**src/rtl/mem_arbiter_pkg.sv**
```systemverilog
// Shared types for the CPU/DMA main-memory arbiter: FSM states, read-owner tags,
// write payload bundle and counter sizing.
package mem_arbiter_pkg;

    localparam int unsigned DATA_W = 32;
    localparam int unsigned MASK_W = 4;
    localparam int unsigned CNT_W  = 8;

    typedef enum logic [1:0] {
        CPU_PRI    = 2'd0,
        DMA_FORCED = 2'd1,
        DMA_LOCKED = 2'd2
    } arb_state_e;

    typedef enum logic [1:0] {
        OWN_NONE = 2'd0,
        OWN_CPU  = 2'd1,
        OWN_DMA  = 2'd2
    } owner_e;

    typedef struct packed {
        logic              write;
        logic [MASK_W-1:0] wmask;
        logic [DATA_W-1:0] wdata;
        logic              wgrubby;
    } wr_payload_t;

    // Terminal count for a limit expressed as a number of cycles.
    function automatic logic [CNT_W-1:0] cnt_last(input int unsigned n);
        return CNT_W'(n - 1);
    endfunction

endpackage

```
**src/rtl/mem_arbiter_if.sv**
```systemverilog
// Bundle of the CPU, DMA and memory-side signals around the arbiter.
// slave is the arbiter's view, master is the surrounding system's view.
interface mem_arbiter_if
    import mem_arbiter_pkg::*;
#(
    parameter int unsigned ADDR_WIDTH = 14
);
    logic                  cpu_valid;
    logic                  cpu_write;
    logic [MASK_W-1:0]     cpu_wmask;
    logic [DATA_W-1:0]     cpu_wdata;
    logic                  cpu_wgrubby;
    logic [ADDR_WIDTH-1:0] cpu_addr;
    logic                  cpu_ready;
    logic                  cpu_rvalid;
    logic [DATA_W-1:0]     cpu_rdata;
    logic                  cpu_rgrubby;

    logic                  dma_req;
    logic                  dma_lock;
    logic                  dma_write;
    logic [MASK_W-1:0]     dma_wmask;
    logic [DATA_W-1:0]     dma_wdata;
    logic                  dma_wgrubby;
    logic [ADDR_WIDTH-1:0] dma_addr;
    logic                  dma_gnt;
    logic                  dma_rvalid;
    logic [DATA_W-1:0]     dma_rdata;
    logic                  dma_rgrubby;

    logic                  mem_write;
    logic [MASK_W-1:0]     mem_wmask;
    logic [DATA_W-1:0]     mem_wdata;
    logic                  mem_wgrubby;
    logic [ADDR_WIDTH-1:0] mem_addr;
    logic [DATA_W-1:0]     mem_rdata;
    logic                  mem_rgrubby;

    modport slave (
        input  cpu_valid, cpu_write, cpu_wmask, cpu_wdata, cpu_wgrubby, cpu_addr,
        output cpu_ready, cpu_rvalid, cpu_rdata, cpu_rgrubby,
        input  dma_req, dma_lock, dma_write, dma_wmask, dma_wdata, dma_wgrubby, dma_addr,
        output dma_gnt, dma_rvalid, dma_rdata, dma_rgrubby,
        output mem_write, mem_wmask, mem_wdata, mem_wgrubby, mem_addr,
        input  mem_rdata, mem_rgrubby
    );

    modport master (
        output cpu_valid, cpu_write, cpu_wmask, cpu_wdata, cpu_wgrubby, cpu_addr,
        input  cpu_ready, cpu_rvalid, cpu_rdata, cpu_rgrubby,
        output dma_req, dma_lock, dma_write, dma_wmask, dma_wdata, dma_wgrubby, dma_addr,
        input  dma_gnt, dma_rvalid, dma_rdata, dma_rgrubby,
        input  mem_write, mem_wmask, mem_wdata, mem_wgrubby, mem_addr,
        output mem_rdata, mem_rgrubby
    );

endinterface

```
**src/rtl/mem_arbiter_arb_starve_counter.sv**
```systemverilog
// Saturating up-counter with synchronous clear; clear has priority over increment.
module arb_starve_counter #(
    parameter int unsigned WIDTH = 8
) (
    input  logic             clk,
    input  logic             rst,
    input  logic             clr,
    input  logic             inc,
    output logic [WIDTH-1:0] count
);

    always_ff @(posedge clk or posedge rst) begin
        if (rst) begin
            count <= '0;
        end else if (clr) begin
            count <= '0;
        end else if (inc && (count != {WIDTH{1'b1}})) begin
            count <= count + WIDTH'(1);
        end
    end

endmodule

```
**src/rtl/mem_arbiter.sv**
```systemverilog
// Two-master arbiter for the single-port main memory: CPU has fixed priority,
// a starvation counter forces DMA through and a bounded lock gives DMA atomic sequences.
module mem_arbiter
    import mem_arbiter_pkg::*;
#(
    parameter int unsigned ADDR_WIDTH   = 14,
    parameter int unsigned STARVE_LIMIT = 8,
    parameter int unsigned LOCK_MAX     = 16
) (
    input logic          clk,
    input logic          rst,
    mem_arbiter_if.slave bus
);

    arb_state_e            state_q, state_d;
    owner_e                owner_q, owner_d;
    logic [CNT_W-1:0]      starve_cnt, lock_cnt;
    logic                  starve_inc, starve_clr, lock_inc, lock_clr;
    logic                  dma_wins_c, cpu_wins_c;
    wr_payload_t           cpu_pl, dma_pl, mem_pl;
    logic [ADDR_WIDTH-1:0] addr_sel_c;

    arb_starve_counter #(.WIDTH(CNT_W)) u_starve_cnt (
        .clk   (clk),
        .rst   (rst),
        .clr   (starve_clr),
        .inc   (starve_inc),
        .count (starve_cnt)
    );

    arb_starve_counter #(.WIDTH(CNT_W)) u_lock_cnt (
        .clk   (clk),
        .rst   (rst),
        .clr   (lock_clr),
        .inc   (lock_inc),
        .count (lock_cnt)
    );

    always_ff @(posedge clk or posedge rst) begin
        if (rst) begin
            state_q <= CPU_PRI;
            owner_q <= OWN_NONE;
        end else begin
            state_q <= state_d;
            owner_q <= owner_d;
        end
    end

    // Grant decision, counter control and next state.
    always_comb begin
        state_d    = state_q;
        starve_inc = 1'b0;
        starve_clr = 1'b0;
        lock_inc   = 1'b0;
        lock_clr   = 1'b0;
        dma_wins_c = 1'b0;
        cpu_wins_c = 1'b0;
        owner_d    = OWN_NONE;

        unique case (state_q)
            CPU_PRI: begin
                dma_wins_c = bus.dma_req & ~bus.cpu_valid;
                if (dma_wins_c) begin
                    starve_clr = 1'b1;
                    if (bus.dma_lock) begin
                        state_d  = DMA_LOCKED;
                        lock_clr = 1'b1;
                    end
                end else if (bus.dma_req & bus.cpu_valid) begin
                    starve_inc = 1'b1;
                    if (starve_cnt == cnt_last(STARVE_LIMIT)) begin
                        state_d = DMA_FORCED;
                    end
                end
            end
            DMA_FORCED: begin
                dma_wins_c = bus.dma_req;
                starve_clr = 1'b1;
                if (bus.dma_req & bus.dma_lock) begin
                    state_d  = DMA_LOCKED;
                    lock_clr = 1'b1;
                end else begin
                    state_d = CPU_PRI;
                end
            end
            DMA_LOCKED: begin
                // A request in the timeout cycle is still served; the exit lands next cycle.
                dma_wins_c = bus.dma_req;
                starve_clr = 1'b1;
                lock_inc   = 1'b1;
                if (!bus.dma_lock || (lock_cnt == cnt_last(LOCK_MAX))) begin
                    state_d  = CPU_PRI;
                    lock_clr = 1'b1;
                end
            end
            default: begin
                state_d = CPU_PRI;
            end
        endcase

        cpu_wins_c = bus.cpu_valid & ~dma_wins_c & (state_q != DMA_LOCKED);

        if (rst) begin
            dma_wins_c = 1'b0;
            cpu_wins_c = 1'b0;
        end

        if (dma_wins_c && !bus.dma_write) begin
            owner_d = OWN_DMA;
        end else if (cpu_wins_c && !bus.cpu_write) begin
            owner_d = OWN_CPU;
        end
    end

    assign cpu_pl = {bus.cpu_write, bus.cpu_wmask, bus.cpu_wdata, bus.cpu_wgrubby};
    assign dma_pl = {bus.dma_write, bus.dma_wmask, bus.dma_wdata, bus.dma_wgrubby};

    // Memory port follows the winner; the CPU side is parked on it when nobody wins.
    assign mem_pl     = dma_wins_c ? dma_pl : cpu_pl;
    assign addr_sel_c = dma_wins_c ? bus.dma_addr : bus.cpu_addr;

    assign bus.mem_addr    = addr_sel_c;
    assign bus.mem_wmask   = mem_pl.wmask;
    assign bus.mem_wdata   = mem_pl.wdata;
    assign bus.mem_wgrubby = mem_pl.wgrubby;
    assign bus.mem_write   = dma_wins_c ? dma_pl.write : (cpu_pl.write & cpu_wins_c);

    assign bus.dma_gnt   = dma_wins_c;
    assign bus.cpu_ready = cpu_wins_c;

    assign bus.cpu_rvalid  = (owner_q == OWN_CPU);
    assign bus.dma_rvalid  = (owner_q == OWN_DMA);
    assign bus.cpu_rdata   = bus.mem_rdata;
    assign bus.cpu_rgrubby = bus.mem_rgrubby;
    assign bus.dma_rdata   = bus.mem_rdata;
    assign bus.dma_rgrubby = bus.mem_rgrubby;

endmodule

```
**src/flat_wrapper.sv**
```systemverilog
// flat-port wrapper written by rule: the top's interface ports become plain ports
module mem_arbiter_flat import mem_arbiter_pkg::*;
#(
    parameter int unsigned ADDR_WIDTH   = 14,
    parameter int unsigned STARVE_LIMIT = 8,
    parameter int unsigned LOCK_MAX     = 16
)
  (clk, rst, bus_cpu_valid, bus_cpu_write, bus_cpu_wmask, bus_cpu_wdata, bus_cpu_wgrubby, bus_cpu_addr, bus_cpu_ready, bus_cpu_rvalid, bus_cpu_rdata, bus_cpu_rgrubby, bus_dma_req, bus_dma_lock, bus_dma_write, bus_dma_wmask, bus_dma_wdata, bus_dma_wgrubby, bus_dma_addr, bus_dma_gnt, bus_dma_rvalid, bus_dma_rdata, bus_dma_rgrubby, bus_mem_write, bus_mem_wmask, bus_mem_wdata, bus_mem_wgrubby, bus_mem_addr, bus_mem_rdata, bus_mem_rgrubby);
  mem_arbiter_if #(.ADDR_WIDTH(ADDR_WIDTH)) bus_i ();
  input logic clk;
  input logic rst;
  input wire logic [$bits(bus_i.cpu_valid)-1:0] bus_cpu_valid;
  input wire logic [$bits(bus_i.cpu_write)-1:0] bus_cpu_write;
  input wire logic [$bits(bus_i.cpu_wmask)-1:0] bus_cpu_wmask;
  input wire logic [$bits(bus_i.cpu_wdata)-1:0] bus_cpu_wdata;
  input wire logic [$bits(bus_i.cpu_wgrubby)-1:0] bus_cpu_wgrubby;
  input wire logic [$bits(bus_i.cpu_addr)-1:0] bus_cpu_addr;
  output wire logic [$bits(bus_i.cpu_ready)-1:0] bus_cpu_ready;
  output wire logic [$bits(bus_i.cpu_rvalid)-1:0] bus_cpu_rvalid;
  output wire logic [$bits(bus_i.cpu_rdata)-1:0] bus_cpu_rdata;
  output wire logic [$bits(bus_i.cpu_rgrubby)-1:0] bus_cpu_rgrubby;
  input wire logic [$bits(bus_i.dma_req)-1:0] bus_dma_req;
  input wire logic [$bits(bus_i.dma_lock)-1:0] bus_dma_lock;
  input wire logic [$bits(bus_i.dma_write)-1:0] bus_dma_write;
  input wire logic [$bits(bus_i.dma_wmask)-1:0] bus_dma_wmask;
  input wire logic [$bits(bus_i.dma_wdata)-1:0] bus_dma_wdata;
  input wire logic [$bits(bus_i.dma_wgrubby)-1:0] bus_dma_wgrubby;
  input wire logic [$bits(bus_i.dma_addr)-1:0] bus_dma_addr;
  output wire logic [$bits(bus_i.dma_gnt)-1:0] bus_dma_gnt;
  output wire logic [$bits(bus_i.dma_rvalid)-1:0] bus_dma_rvalid;
  output wire logic [$bits(bus_i.dma_rdata)-1:0] bus_dma_rdata;
  output wire logic [$bits(bus_i.dma_rgrubby)-1:0] bus_dma_rgrubby;
  output wire logic [$bits(bus_i.mem_write)-1:0] bus_mem_write;
  output wire logic [$bits(bus_i.mem_wmask)-1:0] bus_mem_wmask;
  output wire logic [$bits(bus_i.mem_wdata)-1:0] bus_mem_wdata;
  output wire logic [$bits(bus_i.mem_wgrubby)-1:0] bus_mem_wgrubby;
  output wire logic [$bits(bus_i.mem_addr)-1:0] bus_mem_addr;
  input wire logic [$bits(bus_i.mem_rdata)-1:0] bus_mem_rdata;
  input wire logic [$bits(bus_i.mem_rgrubby)-1:0] bus_mem_rgrubby;
  assign bus_i.cpu_valid = bus_cpu_valid;
  assign bus_i.cpu_write = bus_cpu_write;
  assign bus_i.cpu_wmask = bus_cpu_wmask;
  assign bus_i.cpu_wdata = bus_cpu_wdata;
  assign bus_i.cpu_wgrubby = bus_cpu_wgrubby;
  assign bus_i.cpu_addr = bus_cpu_addr;
  assign bus_cpu_ready = bus_i.cpu_ready;
  assign bus_cpu_rvalid = bus_i.cpu_rvalid;
  assign bus_cpu_rdata = bus_i.cpu_rdata;
  assign bus_cpu_rgrubby = bus_i.cpu_rgrubby;
  assign bus_i.dma_req = bus_dma_req;
  assign bus_i.dma_lock = bus_dma_lock;
  assign bus_i.dma_write = bus_dma_write;
  assign bus_i.dma_wmask = bus_dma_wmask;
  assign bus_i.dma_wdata = bus_dma_wdata;
  assign bus_i.dma_wgrubby = bus_dma_wgrubby;
  assign bus_i.dma_addr = bus_dma_addr;
  assign bus_dma_gnt = bus_i.dma_gnt;
  assign bus_dma_rvalid = bus_i.dma_rvalid;
  assign bus_dma_rdata = bus_i.dma_rdata;
  assign bus_dma_rgrubby = bus_i.dma_rgrubby;
  assign bus_mem_write = bus_i.mem_write;
  assign bus_mem_wmask = bus_i.mem_wmask;
  assign bus_mem_wdata = bus_i.mem_wdata;
  assign bus_mem_wgrubby = bus_i.mem_wgrubby;
  assign bus_mem_addr = bus_i.mem_addr;
  assign bus_i.mem_rdata = bus_mem_rdata;
  assign bus_i.mem_rgrubby = bus_mem_rgrubby;
  mem_arbiter #(.ADDR_WIDTH(ADDR_WIDTH), .STARVE_LIMIT(STARVE_LIMIT), .LOCK_MAX(LOCK_MAX)) u_core (.clk(clk), .rst(rst), .bus(bus_i));
endmodule
```
**config.mk**
```make
export PLATFORM = sky130hd
export DESIGN_NAME = mem_arbiter_flat
export DESIGN_NICKNAME = d
export VERILOG_FILES = /design/src/rtl/mem_arbiter_pkg.sv /design/src/rtl/mem_arbiter_if.sv /design/src/rtl/mem_arbiter_arb_starve_counter.sv /design/src/rtl/mem_arbiter.sv /design/src/flat_wrapper.sv
export SDC_FILE = /design/constraint.sdc
export NUM_CORES = 1
export LEC_CHECK = 0
export CORE_MARGIN = 8
export CORE_UTILIZATION = 28
export CTS_CLUSTER_SIZE = 14
export DETAILED_ROUTE_END_ITERATION = 8
export PLACE_DENSITY = 0.83
export RECOVER_POWER = 100
export SYNTH_ARGS = -nofsm -noshare
export SYNTH_HDL_FRONTEND = slang
export SYNTH_SLANG_ARGS = --single-unit
```
**constraint.sdc**
```tcl
create_clock -name clk -period 3.3 [get_ports clk]
set_clock_uncertainty 0.15 [all_clocks]
set_input_delay 0.825 -clock clk [delete_from_list [all_inputs] [get_ports clk]]
set_output_delay 0.825 -clock clk [all_outputs]
set_load 0.005 [all_outputs]
```
==> summary.log <==
[clock_network] number of hold buffers added after cts 0
[worst_setup_path] cell with the most instances on the worst path buf_12
[sta] Final Hold Fails 0
[worst_setup_path] CP arrival 2.24 ns
[floorplan] starting density of the core 28.8%
[global_routing] combined global-route utilization of all metal layers 16.5%
[logic_synthesis] number of flops mapped to enable cells by yosys 0
[sta] timing-limited maximum frequency 311 MHz
[global_routing] first-pass GRT wire length 14.9 mm
[logic_synthesis] mean instance size in the synthesized netlist 9.52 um^2
[worst_setup_path] Critical Path, Cell by Cell clkbuf_1 -> ha_2 -> inv_4 -> o211ai_4 -> nor2_8 -> buf_12 -> buf_12 -> mux2_2 -> dlygate4sd2_1
[final_layout] post-layout net count 520
[final_layout] number of standard cells in the layout, taps in and fillers out 476
[clock_network] clock net sink count 20
[worst_setup_path] type of origin of the critical path flip-flop
[worst_setup_path] kind of capture point of the worst setup path output pin
[clock_network] clk_lat worst skew 0.26 ns
[clock_network] CTS tree done
[logic_synthesis] share of flip-flops with an asynchronous set or reset 100%
[place] placement-stage cell area 3680 um^2
[worst_setup_path] Worst path top cell family by delay buffers and inverters
[routing] WL/cell 21.7 um
[logic_synthesis] number of register bits inferred by synthesis 20
[status] status complete, no violations
[worst_setup_path] type of the worst setup path reg -> out
[floorplan] site row count 33
[final_layout] area of all placed cells without fillers 3820 um^2
[logic_synthesis] most frequently used flop master after synthesis dfrtp_1
[final_layout] number of inserted diodes 0
[routing] DRT iter0 DRCs 96
[logic_synthesis] cells after synthesis 247
[flow_run] Max-cap violations 0
[clock_network] number of H-tree levels 1
[sta] slew at the pin with the worst max-slew slack 1.06 ns
[floorplan] Core Box Area 8180 um^2
[global_routing] number of antenna violations at the first check in global routing 1
[floorplan] x dimension of the die 108 um
[place] Port Buffers 164
[sta] max-slew violation count 0
[logic_synthesis] combined area of all synthesized cells 2350 um^2
[sta] Max-slew headroom 29.6%
[routing] total DRC errors in the routed layout 0
[logic_synthesis] number of different library cells in the post-synthesis netlist 42
[routing] Pre-Repair DR Iteration Count 4
[clock_network] clock root buffer clkbuf_8
[final_layout] growth of design area from synthesis to finish 62.4%
[pwr] Static Leak 0.00162 uW
[pwr] power per standard cell area 384 nW/um^2
[worst_setup_path] Buf+Inv Stages, Crit Path 5
[logic_synthesis] syn_nets 395
[clock_network] deepest clock path buffer count 2
[worst_setup_path] peak fanout along the critical path 13
[floorplan] die boundary height 108 um
[worst_setup_path] crit-path max cell delay 0.41 ns
[pwr] maximum ir drop on the vdd rail 311 uV
[min_path] Worst Hold Class reg -> reg
[global_routing] remaining global-route overflow 0
[final_layout] share of post-route cells with drive strength above 1 27.5%
[logic_synthesis] Yosys Warn Count 0
[routing] vias after detailed routing 2,292
[sta] setup repair after global routing missed its margin no
[global_routing] vias in the first global route 2,481
[place] routability congestion estimate from global placement 0.847
[place] HPWL Detailed 8.60 mm
[routing] number of antenna-violating nets in the routed design 0
[logic_synthesis] sequential-to-total area share from yosys stat 21.3%
[sta] post-layout min period 3.22 ns
[worst_setup_path] critical path data required time 2.32 ns
[sta] Final setup viols 0
[clock_network] clock transition at the register clock pins on the worst setup and hold paths after CTS 0.08 ns
[worst_setup_path] R2R Setup Slk 1.24 ns
[floorplan] boundary pin count 264
[floorplan] die outline area 11,600 um^2
[place] number of cells after detailed placement 457
[sta] fraction of the cycle the final worst path needs 97.5%
[global_routing] pin count of the biggest net entering global routing 21
[worst_setup_path] Slowest cell on crit path dfrtp_1
[final_layout] fill cell instance count of the final layout 787
[routing] DR vias/cell 4.82
[routing] wirelength, routed 10.3 mm
[clock_network] TritonCTS buffer count 3
## where the power goes
group          internal [uW]  switching, uW
clock                    106           85.5
combinational            588            384
sequential               276           26.9
total                    970            496
## cells by family (layout without fill, tap and decap cells)
kind of cell,Yosys count,in the layout,synth area share (%)
xor gates and xnor gates,6,6,2.23
DFF,20,20,21.3
AOI/OAI and AO/OA,24,24,8.88
adders and majority gates,6,6,3.19
and+or+nand+nor,57,57,14.1
buffers and inverters,81,205,25.1
muxes,53,53,25.3
## metrics by stage
| stage | TNS (ns) | power (uW) | hold WS (ns) | setup slack (ns) | utilization [%] |
|---|---|---|---|---|---|
| after floorplan | 0 | 779 | 0.367 | 0.554 | - |
| after global placement | -20.76 | 1180 | 0.382 | -0.443 | 45.0 |
| after detailed placement | -21.89 | 1200 | 0.400 | -0.465 | 45.0 |
| after CTS | 0 | 1480 | 0.411 | 0.0133 | 47.2 |
| after global routing | 0 | 1550 | 0.435 | 0.0184 | 46.7 |
| final | 0 | 1470 | 0.416 | 0.0823 | 46.7 |
## state kept, by name, indices dropped and copies added, names as in the netlist
name	flops
u_core.owner_q	2
u_core.state_q	2
u_core.u_lock_cnt.count	8
u_core.u_starve_cnt.count	8
## final timing paths
path                                                     end                  startpoint  cells past startpoint
worst max-delay path                       bus_mem_wdata[21]           u_core.state_q[0]                      9
worst min-delay path              u_core.u_lock_cnt.count[1]  u_core.u_lock_cnt.count[1]                      2
worst max register to register    u_core.u_lock_cnt.count[3]           u_core.state_q[1]                      7
worst min register to register    u_core.u_lock_cnt.count[1]  u_core.u_lock_cnt.count[1]                      2
max in group asynchronous         u_core.u_lock_cnt.count[1]                         rst                      3
min in group asynchronous       u_core.u_starve_cnt.count[2]                         rst                      3
## worst register-to-register path: stages (launching register included)
cell and delay (ns):
dfrtp_1 0.40, buf_4 0.13, buf_4 0.09, ha_1 0.28, inv_1 0.14, o311ai_0 0.28
clkbuf_1 0.35, nor3_1 0.11
## synthesized netlist by cell type, types with 2 or more instances
| cell | number | share of area (%) |
|---|---|---|
| buf_4 | 66 | 21 |
| mux2_2 | 51 | 24 |
| dfrtp_1 | 20 | 21 |
| nor2_1 | 13 | 2.1 |
| inv_1 | 10 | 1.6 |
| nand3_1 | 8 | 1.7 |
| and3_1 | 6 | 1.6 |
| ha_1 | 6 | 3.2 |
| a21oi_1 | 5 | 1.1 |
| and4_1 | 5 | 1.9 |
| buf_6 | 5 | 2.4 |
| nor3_1 | 5 | 1.1 |
| nand2_1 | 4 | 0.64 |
| nand4_1 | 4 | 1.1 |
| nor2b_1 | 3 | 0.80 |
| xnor2_1 | 3 | 1.1 |
| xor2_1 | 3 | 1.1 |
| a211oi_1 | 2 | 0.64 |
| and2_1 | 2 | 0.53 |
| mux2i_1 | 2 | 0.85 |
| nor4_1 | 2 | 0.53 |
| o2111ai_1 | 2 | 0.74 |
## cell usage in the layout (no fill, tap or decap), types with 4 or more instances in the layout
cell type          n
nand2_1            4
nor2_1            13
clkdlybuf4s50_1  105
buf_6              5
and3_1             6
buf_4             13
mux2_4             6
dlygate4sd2_1     24
mux2_2            44
clkbuf_1          18
nor3_1             5
and4_1             5
clkbuf_8           4
nand4_1            4
buf_12             4
dfrtp_1           20
a21oi_1            5
buf_2             10
dlygate4sd3_1      4
inv_1              7
ha_1               4
nand3_1            8
## metal layers
metal  vias up  GRT usage [%]  part of all wire (%)
met1      1077           17.5                    37
li1       1060              -                     -
met2       141           30.0                    51
met5         -              0                  0.13
met3        12           6.65                    11
met4         2           3.47                   1.3
## cell type report
class                   count  area [um^2]  area share (%)
flip-flops and latches     20          500            13.1
multi-input cells         146         1290            33.7
clock buffers               4         55.1            1.44
well taps                 105          131            3.44
inverters                  10         40.0            1.05
repair buffers            191         1810            47.3
## what timing repair did
| action | CTS | global route |
|---|---|---|
| setup endpoints to repair | 54 | 47 |
| setup buffers | 11 | 1 |
| pin swaps | 2 | 1 |
| cloned | 4 | 0 |
| endpoints found under the hold margin | 0 | 0 |
| resized for setup | 169 | 7 |
Power figures use the tool's default switching activity.
